### config.mk
export PLATFORM = sky130hd
export DESIGN_NAME = secuenciador_lectura_rtc_flat
export DESIGN_NICKNAME = d
export VERILOG_FILES = /design/src/rtl/lectura_rtc_pkg.sv /design/src/rtl/secuenciador_lectura_rtc_if.sv /design/src/rtl/contador_timeout.sv /design/src/rtl/secuenciador_lectura_rtc.sv /design/src/flat_wrapper.sv
export SDC_FILE = /design/constraint.sdc
export NUM_CORES = 1
export LEC_CHECK = 0
export CORE_MARGIN = 5
export CORE_UTILIZATION = 46
export CTS_CLUSTER_SIZE = 30
export DETAILED_ROUTE_END_ITERATION = 8
export GPL_TIMING_DRIVEN = 1
export PLACE_DENSITY = 0.76
export SLEW_MARGIN = 20
export SYNTH_ARGS = -nofsm -noshare
export SYNTH_HDL_FRONTEND = slang
export SYNTH_HIERARCHICAL = 1
export SYNTH_SLANG_ARGS = --single-unit
### constraint.sdc
create_clock -name clk -period 1.6 [get_ports clk]
set_clock_uncertainty 0.15 [all_clocks]
set_input_delay 0.24 -clock clk [delete_from_list [all_inputs] [get_ports clk]]
set_output_delay 0.24 -clock clk [all_outputs]
set_load 0.01 [all_outputs]
### src/rtl/lectura_rtc_pkg.sv
// Shared types and constants for the RTC read sequencer: FSM encoding,
// register counts, chip-select bit positions and the RTC address table.
package lectura_rtc_pkg;

    typedef enum logic [1:0] {
        IDLE      = 2'd0,
        SOLICITAR = 2'd1,
        ESCRIBIR  = 2'd2,
        FIN       = 2'd3
    } estado_t;

    localparam int N_REG_HORA  = 7;
    localparam int N_REG_TIMER = 3;
    localparam int N_REG_MAX   = N_REG_HORA + N_REG_TIMER;

    // Chip-select bit positions; the sweep index equals the bit position.
    localparam int CS_SEG_HORA   = 0;
    localparam int CS_MIN_HORA   = 1;
    localparam int CS_HORA_HORA  = 2;
    localparam int CS_DIA        = 3;
    localparam int CS_MES        = 4;
    localparam int CS_ANIO       = 5;
    localparam int CS_DIA_SEMANA = 6;
    localparam int CS_SEG_TIMER  = 7;
    localparam int CS_MIN_TIMER  = 8;
    localparam int CS_HORA_TIMER = 9;

    function automatic logic [7:0] dir_registro(input logic [3:0] idx);
        logic [7:0] dir;
        dir = 8'h00;
        case (int'(idx))
            CS_SEG_HORA:   dir = 8'h21;
            CS_MIN_HORA:   dir = 8'h22;
            CS_HORA_HORA:  dir = 8'h23;
            CS_DIA:        dir = 8'h24;
            CS_MES:        dir = 8'h25;
            CS_ANIO:       dir = 8'h26;
            CS_DIA_SEMANA: dir = 8'h27;
            CS_SEG_TIMER:  dir = 8'h41;
            CS_MIN_TIMER:  dir = 8'h42;
            CS_HORA_TIMER: dir = 8'h43;
            default:       dir = 8'h00;
        endcase
        return dir;
    endfunction

    function automatic logic [N_REG_MAX-1:0] cs_onehot(input logic [3:0] idx);
        logic [N_REG_MAX-1:0] v;
        v = '0;
        if (int'(idx) < N_REG_MAX) begin
            v[idx] = 1'b1;
        end
        return v;
    endfunction

endpackage

### src/rtl/secuenciador_lectura_rtc_if.sv
// Read-request bus between the sequencer (master) and the RTC bus driver (slave).
interface secuenciador_lectura_rtc_if;
    // rd_req rises with rd_addr and both hold until the cycle rd_ack is sampled
    // high; rd_data is valid only in that rd_ack cycle. rd_ack with rd_req low
    // carries no meaning and is ignored by the master.
    logic       rd_req;
    logic [7:0] rd_addr;
    logic       rd_ack;
    logic [7:0] rd_data;

    modport master (
        output rd_req,
        output rd_addr,
        input  rd_ack,
        input  rd_data
    );

    modport slave (
        input  rd_req,
        input  rd_addr,
        output rd_ack,
        output rd_data
    );
endinterface

### src/rtl/contador_timeout.sv
// 8-bit wait counter: cleared outside the request phase, counts while enabled,
// flags the last allowed cycle so the FSM can give up on the same edge.
module contador_timeout #(
    parameter int LIMITE = 64
) (
    input  logic clk,
    input  logic reset,
    input  logic clr_i,
    input  logic en_i,
    output logic fin_o
);

    logic [7:0] cnt_q, cnt_d;

    assign fin_o = en_i && (cnt_q == 8'(LIMITE - 1));

    always_comb begin
        cnt_d = cnt_q;
        if (clr_i) begin
            cnt_d = '0;
        end else if (en_i && !fin_o) begin
            cnt_d = cnt_q + 8'd1;
        end
    end

    always_ff @(posedge clk or negedge reset) begin
        if (!reset) begin
            cnt_q <= '0;
        end else begin
            cnt_q <= cnt_d;
        end
    end

endmodule

### src/rtl/secuenciador_lectura_rtc.sv
// RTC read sequencer: on a tick, reads each RTC register in turn and pulses the
// matching chip select with the latched byte. Timer registers only with LECTURA_TIMER_EN.
module secuenciador_lectura_rtc
    import lectura_rtc_pkg::*;
#(
    parameter int TIMEOUT_CICLOS = 64
) (
    input  logic                          clk,
    input  logic                          reset,
    input  logic                          tick_lectura,
    input  logic                          inhibir,
    secuenciador_lectura_rtc_if.master    bus,
    output logic [7:0]                    dato_rtc,
    output logic [9:0]                    cs_vec,
    output logic                          ocupado,
    output logic                          lectura_completa,
    output logic                          error_lectura,
    output estado_t                       estado_dbg
);

`ifdef LECTURA_TIMER_EN
    localparam int N_REG = N_REG_HORA + N_REG_TIMER;
`else
    localparam int N_REG = N_REG_HORA;
`endif
    localparam logic [3:0] ULTIMO = 4'(N_REG - 1);

    estado_t          estado_q;
    logic [3:0]       indice_q;
    logic             rd_req_q;
    logic [7:0]       rd_addr_q;
    logic [7:0]       dato_q;
    logic [N_REG-1:0] cs_q;
    logic             ocupado_q;
    logic             completa_q;
    logic             error_q;
    logic             abortar_q;
    logic             fin_espera;

    contador_timeout #(
        .LIMITE (TIMEOUT_CICLOS)
    ) u_timeout (
        .clk   (clk),
        .reset (reset),
        .clr_i (estado_q != SOLICITAR),
        .en_i  (estado_q == SOLICITAR),
        .fin_o (fin_espera)
    );

    always_ff @(posedge clk or negedge reset) begin
        if (!reset) begin
            estado_q   <= IDLE;
            indice_q   <= '0;
            rd_req_q   <= 1'b0;
            rd_addr_q  <= 8'h00;
            dato_q     <= 8'h00;
            cs_q       <= '0;
            ocupado_q  <= 1'b0;
            completa_q <= 1'b0;
            error_q    <= 1'b0;
            abortar_q  <= 1'b0;
        end else begin
            cs_q       <= '0;
            completa_q <= 1'b0;
            case (estado_q)
                IDLE: begin
                    if (tick_lectura && !inhibir) begin
                        estado_q  <= SOLICITAR;
                        indice_q  <= '0;
                        rd_req_q  <= 1'b1;
                        rd_addr_q <= dir_registro(4'd0);
                        ocupado_q <= 1'b1;
                        error_q   <= 1'b0;
                        abortar_q <= 1'b0;
                    end
                end
                SOLICITAR: begin
                    // Any sight of inhibir during the wait dooms the rest of the sweep.
                    if (inhibir) begin
                        abortar_q <= 1'b1;
                    end
                    if (bus.rd_ack) begin
                        dato_q   <= bus.rd_data;
                        rd_req_q <= 1'b0;
                        estado_q <= ESCRIBIR;
                        if (!inhibir && !abortar_q) begin
                            cs_q <= N_REG'(cs_onehot(indice_q));
                        end
                    end else if (fin_espera) begin
                        error_q  <= 1'b1;
                        rd_req_q <= 1'b0;
                        estado_q <= ESCRIBIR;
                    end
                end
                ESCRIBIR: begin
                    if (abortar_q || inhibir) begin
                        estado_q  <= IDLE;
                        ocupado_q <= 1'b0;
                    end else if (indice_q == ULTIMO) begin
                        estado_q   <= FIN;
                        completa_q <= 1'b1;
                    end else begin
                        estado_q  <= SOLICITAR;
                        indice_q  <= indice_q + 4'd1;
                        rd_req_q  <= 1'b1;
                        rd_addr_q <= dir_registro(indice_q + 4'd1);
                    end
                end
                FIN: begin
                    estado_q  <= IDLE;
                    ocupado_q <= 1'b0;
                end
                default: begin
                    estado_q  <= IDLE;
                    ocupado_q <= 1'b0;
                    rd_req_q  <= 1'b0;
                end
            endcase
        end
    end

    assign bus.rd_req       = rd_req_q;
    assign bus.rd_addr      = rd_addr_q;
    assign dato_rtc         = dato_q;
    assign cs_vec           = 10'(cs_q);
    assign ocupado          = ocupado_q;
    assign lectura_completa = completa_q;
    assign error_lectura    = error_q;
    assign estado_dbg       = estado_q;

endmodule

### src/flat_wrapper.sv
// flat-port wrapper written by rule: the top's interface ports become plain ports
module secuenciador_lectura_rtc_flat import lectura_rtc_pkg::*;
#(
    parameter int TIMEOUT_CICLOS = 64
)
  (clk, reset, tick_lectura, inhibir, dato_rtc, cs_vec, ocupado, lectura_completa, error_lectura, estado_dbg, bus_rd_req, bus_rd_addr, bus_rd_ack, bus_rd_data);
  secuenciador_lectura_rtc_if bus_i ();
  input  logic clk;
  input  logic reset;
  input  logic tick_lectura;
  input  logic inhibir;
  output logic [7:0] dato_rtc;
  output logic [9:0] cs_vec;
  output logic ocupado;
  output logic lectura_completa;
  output logic error_lectura;
  output estado_t estado_dbg;
  output wire logic [$bits(bus_i.rd_req)-1:0] bus_rd_req;
  output wire logic [$bits(bus_i.rd_addr)-1:0] bus_rd_addr;
  input wire logic [$bits(bus_i.rd_ack)-1:0] bus_rd_ack;
  input wire logic [$bits(bus_i.rd_data)-1:0] bus_rd_data;
  assign bus_rd_req = bus_i.rd_req;
  assign bus_rd_addr = bus_i.rd_addr;
  assign bus_i.rd_ack = bus_rd_ack;
  assign bus_i.rd_data = bus_rd_data;
  secuenciador_lectura_rtc #(.TIMEOUT_CICLOS(TIMEOUT_CICLOS)) u_core (.clk(clk), .reset(reset), .tick_lectura(tick_lectura), .inhibir(inhibir), .bus(bus_i), .dato_rtc(dato_rtc), .cs_vec(cs_vec), .ocupado(ocupado), .lectura_completa(lectura_completa), .error_lectura(error_lectura), .estado_dbg(estado_dbg));
endmodule
==> flow_summary.json, run 1 <==
{
  "leakagePower_nw": 1.482,
  "cts_tree": "done",
  "synth_area_um2": 2096,
  "synthCells": 202,
  "synth_seq_cells": 39,
  "clock-root-buffer": "clkbuf_8",
  "finalPower_mw": 3.066,
  "violations": "setup timing",
  "internal_power_mw": 2.108,
  "cts_buffer_depth": 2,
  "ant_nets": 0,
  "ir_worst_vdd_mv": 0.7869,
  "first_iter_violations": 67,
  "grt_pass1_wl_um": 8252,
  "setup_viol": 8,
  "hp-class": "reg2reg",
  "htreeDepth": 2,
  "cp_slowest_stage_delay_ns": 0.45,
  "layout_setup_ws_ns": -0.08857,
  "period_needed_ns": 1.689,
  "path_max_fanout": 4,
  "worstPathRequired_ns": 1.69,
  "holdPathEnd": "u_core/dato_rtc[0]",
  "num_vias": 1811,
  "power.share.clock": 0.221,
  "drive_above_1_share": 0.3248,
  "synth_top_flop_cell": "dfrtp_1",
  "min-delay-start": "u_core/dato_rtc[0]",
  "die_y_um": 77.50,
  "final_cells": 326,
  "power_frac_seq": 0.413,
  "hold_slack_ns": 0.3366,
  "ios": 45,
  "fillers": 339,
  "rows": 24,
  "grt_pass1_vias": 1725,
  "syn2layout_area_growth_pct": 46.03,
  "n_antenna_cell": 0,
  "final_cell_mix": "dfrtp_1, buf_4, clkdlybuf4s50_1",
  "arrival_ns": 1.77,
  "clk_latency_ns": 0.29,
  "hold_viol_final": 0,
  "outcome": "finished with violations",
  "synth.distinct_cells": 54,
  "first_pass_iters": 4,
  "reg2regPathDepth": 6,
  "hold_path_depth": 1,
  "drc": 0,
  "core_area_um2": 4384,
  "grt_usage": 0.1697,
  "io_buffers": 38,
  "path_clk_slew_ns": 0.07,
  "p_sw_mw": 0.9574,
  "comb_power_share": 0.366,
  "routed_wl_um": 5267,
  "wl_per_cell_um": 16.16,
  "avgSynthCellArea_um2": 10.38,
  "pwr_density_cell_nw_per_um2": 1002,
  "rsz0062_at_grt": "yes",
  "design.die.area_um2": 6006,
  "critPathTopFamily": "compound AO/OA/AOI/OAI gates",
  "utilization": 0.6981,
  "yosysWarnings": 6,
  "grt_overflow": 0,
  "crit_chain": "buf_6 -> ha_1 -> a21oi_1 -> nor2_1 -> a221oi_2 -> o22a_1",
  "startpoint_type": "flip-flop",
  "dp_hpwl_um": 3521,
  "fin_nets": 293,
  "fin_crit_sh": 1.055,
  "dp.cells": 314,
  "clock-sinks": 39,
  "end_kind": "flip-flop",
  "antenna_found_initial": 0,
  "layout_commonest_cell": "dfrtp_1",
  "worst-path-buf-inv": 1,
  "synth_edf_count": 0,
  "async_flop_share": 1.000,
  "vias_per_cell": 5.555,
  "crit_type": "reg2reg",
  "max_clock_freq_mhz": 592.2,
  "reg2reg_slack_ns": -0.09,
  "maxCapViolations": 0,
  "die_w_um": 77.50,
  "place.gp.congestion": 0.8056,
  "cp_slowest_cell": "dfrtp_2",
  "reg2reg_from": "u_core/indice_q[1]",
  "cts_buffers": 5,
  "swShare": 0.3123,
  "drv_slew": 0,
  "grt_max_degree": 40,
  "r2r-end": "u_core/bus.rd_addr[5]",
  "ys_seq_area_frac": 0.4657,
  "start_util": 0.4780
}
==> routing by layer <==
metal	share of wire	global-route usage	vias up	wire length [um]
li1	-	-	845	-
met1	0.41	0.2103	902	2172
met2	0.51	0.2837	57	2691
met3	0.062	0.04514	7	328
met4	0.014	0.06186	0	74
met5	0	0	-	0
==> how the worst max path moves through the flow <==
stage	start	endpoint	slack, ns	depth (start not counted)
floorplan	u_core/u_timeout/cnt_q[1]	u_core/u_timeout/cnt_q[0]	-0.01	4
finish	u_core/indice_q[1]	u_core/bus.rd_addr[5]	-0.09	6
global placement	inhibir	u_core/cs_q[3]	-0.16	4
detailed placement	u_core/indice_q[0]	u_core/bus.rd_addr[5]	-0.15	4
global route	u_core/indice_q[1]	u_core/bus.rd_addr[6]	-0.11	7
CTS	u_core/indice_q[0]	u_core/bus.rd_addr[0]	-0.03	6
==> final cells by class <==
cell class / instances / area [um2] / share of cell area
clock buffer: 6 / 82.58 / 0.02698
clock inverter: 1 / 5.005 / 0.001635
inverter: 15 / 66.31 / 0.02167
multi-input combinational: 137 / 1130 / 0.3692
sequential: 39 / 979.7 / 0.3201
tap: 52 / 65.06 / 0.02126
timing repair buffer: 76 / 732.0 / 0.2392
==> power by group through the flow <==
| stage | Sequential, mW | Clock [mW] | Combinational [mW] |
|---|---|---|---|
| floorplan | 1.35 | 0 | 0.428 |
| global placement | 1.28 | 0 | 1.05 |
| detailed placement | 1.29 | 0 | 1.05 |
| CTS | 1.27 | 0.695 | 1.12 |
| global route | 1.30 | 0.742 | 1.22 |
| finish | 1.27 | 0.679 | 1.12 |
==> metrics by stage <==
stage	cell area, um2	setup TNS [ns]	setup slack [ns]
floorplan	2163	-0.01459	-0.01442
global placement	2753	-1.549	-0.1576
detailed placement	2753	-1.862	-0.1536
CTS	2904	-0.02920	-0.02783
global route	3060	-0.9526	-0.1127
finish	3060	-0.2586	-0.08857
==> repair_timing <==
item	CTS	global route
gates cloned	0	1
resized for setup	12	34
hold endpoints to repair	39	0
pin swaps	3	10
setup endpoints to repair	15	33
setup buffers	2	1
hold buffers	1	0
==> flip-flops by register name (all words and copies together), names as in the netlist <==
name and cells:
u_core/estado_dbg 2, u_core/dato_rtc 8, u_core/u_timeout/cnt_q 8, u_core/abortar_q 1
u_core/bus.rd_addr 5, u_core/cs_q 7, u_core/error_lectura 1, u_core/ocupado 1
u_core/indice_q 4, u_core/bus.rd_req 1, u_core/lectura_completa 1
==> synth_stat cells (2+ instances only) <==
master / count / area, um2
nand2_2: 2 / 12.51
nand3_1: 7 / 35.03
mux2i_1: 5 / 50.05
inv_1: 14 / 52.55
o21ai_1: 7 / 35.03
nor2b_1: 4 / 25.02
o211a_1: 2 / 20.02
a31oi_1: 2 / 12.51
and2_1: 2 / 12.51
buf_4: 7 / 52.55
xnor2_1: 2 / 17.52
nand2b_1: 5 / 31.28
nor3_1: 2 / 10.01
buf_2: 7 / 35.03
nand2_1: 5 / 18.77
or4_1: 2 / 15.01
o31ai_1: 2 / 15.01
or3_4: 2 / 22.52
a21oi_1: 7 / 35.03
nor2_2: 4 / 25.02
nor4_1: 6 / 37.54
mux2_2: 3 / 33.78
o21ai_0: 10 / 50.05
nand4_1: 2 / 12.51
dfrtp_1: 39 / 975.9
nor2_1: 9 / 33.78
mux2_1: 6 / 67.56
ha_1: 6 / 75.07
a211oi_1: 5 / 37.54
nor3b_1: 2 / 15.01
==> logic make-up after synthesis <==
kind of cell | Yosys count | synth area share
AND/OR/NAND/NOR | 61 | 0.1880
XOR/XNOR | 3 | 0.01254
other | 1 | 0.001789
multiplexers | 14 | 0.07224
adder cells (fa/ha/maj) | 6 | 0.03582
buffers and inverters | 31 | 0.07581
AO/OA/AOI/OAI | 47 | 0.1481
flip-flops | 39 | 0.4657
Note: power is estimated with default switching activity, not from simulation.
==> run 2: changes to the inputs <==
- CORE_UTILIZATION: 46 -> 30
- PLACE_DENSITY: 0.76 -> default
- SETUP_SLACK_MARGIN: default -> 0.15
==> flow_summary.json, run 2 (synthesized netlist as in run 1, its figures left out) <==
{
  "outcome": "finished with violations",
  "violations": "setup timing",
  "startpoint_type": "flip-flop",
  "clock-root-buffer": "clkbuf_8",
  "end_kind": "flip-flop",
  "layout_commonest_cell": "dfrtp_1",
  "cp_slowest_cell": "dfrtp_2",
  "ios": 45,
  "grt_pass1_wl_um": 8838,
  "path_clk_slew_ns": 0.08,
  "drv_slew": 0,
  "cts_buffer_depth": 2,
  "cts_buffers": 5,
  "n_antenna_cell": 0,
  "max_clock_freq_mhz": 610.7,
  "syn2layout_area_growth_pct": 65.67,
  "leakagePower_nw": 1.533,
  "pwr_density_cell_nw_per_um2": 962.5,
  "period_needed_ns": 1.637,
  "multi_input_area_um2": 1400,
  "post_dp_cell_area_um2": 2898,
  "ant_nets": 0,
  "first_pass_iters": 4,
  "start_util": 0.3085,
  "maxCapViolations": 0,
  "crit_chain": "inv_6 -> buf_6 -> ha_4 -> nor3b_2 -> o211a_1 -> mux2i_1 -> o21ai_1",
  "hp-class": "in2reg",
  "reg2reg_from": "u_core/indice_q[0]",
  "reg2regPathDepth": 7,
  "utilization": 0.5111,
  "hold_path_depth": 2,
  "clk_latency_ns": 0.29,
  "final_cells": 382,
  "dp.cells": 362,
  "cts_tree": "done",
  "worstPathRequired_ns": 1.62,
  "ff_latch_area_um2": 982.2,
  "core_area_um2": 6794,
  "final_cell_mix": "dfrtp_1, buf_4, dlygate4sd2_1",
  "grt_overflow": 0,
  "fin_nets": 305,
  "rows": 30,
  "place.gp.congestion": 0.7894,
  "first_iter_violations": 82,
  "die_w_um": 93.58,
  "grt_usage": 0.1264,
  "clock-sinks": 39,
  "layout_setup_ws_ns": -0.03735,
  "arrival_ns": 1.66,
  "design.die.area_um2": 8757,
  "reg2reg_slack_ns": -0.04,
  "routed_wl_um": 5678,
  "holdPathEnd": "u_core/lectura_completa",
  "setup_viol": 4,
  "io_buffers": 38,
  "hold_viol_final": 0,
  "fin_tns_setup_ns": -0.07179,
  "drc": 0,
  "grt_pass1_vias": 1874,
  "wl_per_cell_um": 14.86,
  "rsz0062_at_grt": "yes",
  "drive_above_1_share": 0.4755,
  "min-delay-start": "inhibir",
  "ir_worst_vdd_mv": 0.5761,
  "die_y_um": 93.58,
  "grt_max_degree": 24,
  "fin_crit_sh": 1.023,
  "antenna_found_initial": 0,
  "path_max_fanout": 4,
  "vias_per_cell": 4.772,
  "num_vias": 1823,
  "dp_hpwl_um": 3815,
  "r2r-end": "u_core/bus.rd_addr[6]",
  "final_area_um2": 3472,
  "finalPower_mw": 3.342,
  "cp_slowest_stage_delay_ns": 0.44,
  "fillers": 611,
  "htreeDepth": 2,
  "crit_type": "reg2reg"
}
run 2: worst max-delay path by stage:
stage                           endpoint  slack (ns)  cells past startpoint                 startpoint
2_1_floorplan  u_core/u_timeout/cnt_q[0]       -0.01                      4  u_core/u_timeout/cnt_q[1]
6_report           u_core/bus.rd_addr[6]       -0.04                      7         u_core/indice_q[0]
5_1_grt            u_core/bus.rd_addr[6]       -0.12                      6         u_core/indice_q[1]
4_1_cts            u_core/bus.rd_addr[6]       -0.04                      7         u_core/indice_q[0]
3_5_place_dp              u_core/cs_q[5]       -0.23                      4                    inhibir
3_3_place_gp              u_core/cs_q[4]       -0.21                      4                    inhibir
run 2: final cells by class:
cell class | count | area share
multi-input cells | 138 | 0.4032
flip-flops and latches | 39 | 0.2829
repair buffers | 87 | 0.2328
well taps | 96 | 0.03459
clock buffers | 6 | 0.02378
inverters | 15 | 0.02126
clock inverters | 1 | 0.001441
run 2: where the power goes:
part / switching [mW] / internal [mW]
Combinational: 0.637 / 0.754
Clock: 0.342 / 0.339
Sequential: 0.109 / 1.16
run 2: routing by layer:
metal  vias to the layer above  track usage  part of all wire
li1                        877            -                 -
met1                       915       0.1599              0.43
met2                        29       0.2144              0.53
met3                         2      0.03057             0.034
met4                         0      0.03490            0.0048
met5                         -            0                 0
run 2: repair_timing:
item | 4_1_cts | 5_1_grt
endpoints found under the setup margin | 62 | 37
hold endpoints to repair | 16 | 0
gates cloned | 0 | 1
hold buffers | 1 | 0
pin swaps | 28 | 18
buffers inserted | 7 | 4
resized for setup | 81 | 43
run 2: metrics by stage:
step	setup WS, ns	hold WS (ns)
after floorplan	-0.01442	-0.2056
after global placement	-0.2097	0.05410
after detailed placement	-0.2337	0.06125
after CTS	-0.04208	0.2375
after global routing	-0.1244	0.2616
final	-0.03735	0.2562
run 2: worst max-delay path: cells and delay by family (launching register included):
kind                       cells  cell delay (ns)
DFF                            1             0.44
AOI/OAI and AO/OA              2             0.30
muxes                          1             0.13
and+or+nand+nor                1             0.04
buffers and inverters          2             0.17
adders and majority gates      1             0.28
==> run 3: changes to the inputs <==
- ABC_CLOCK_PERIOD_IN_PS: default -> 1600
- HOLD_SLACK_MARGIN: default -> 0.12
==> results of run 3 <==
The final DEF is identical to that of run 2; final timing and power are the same.
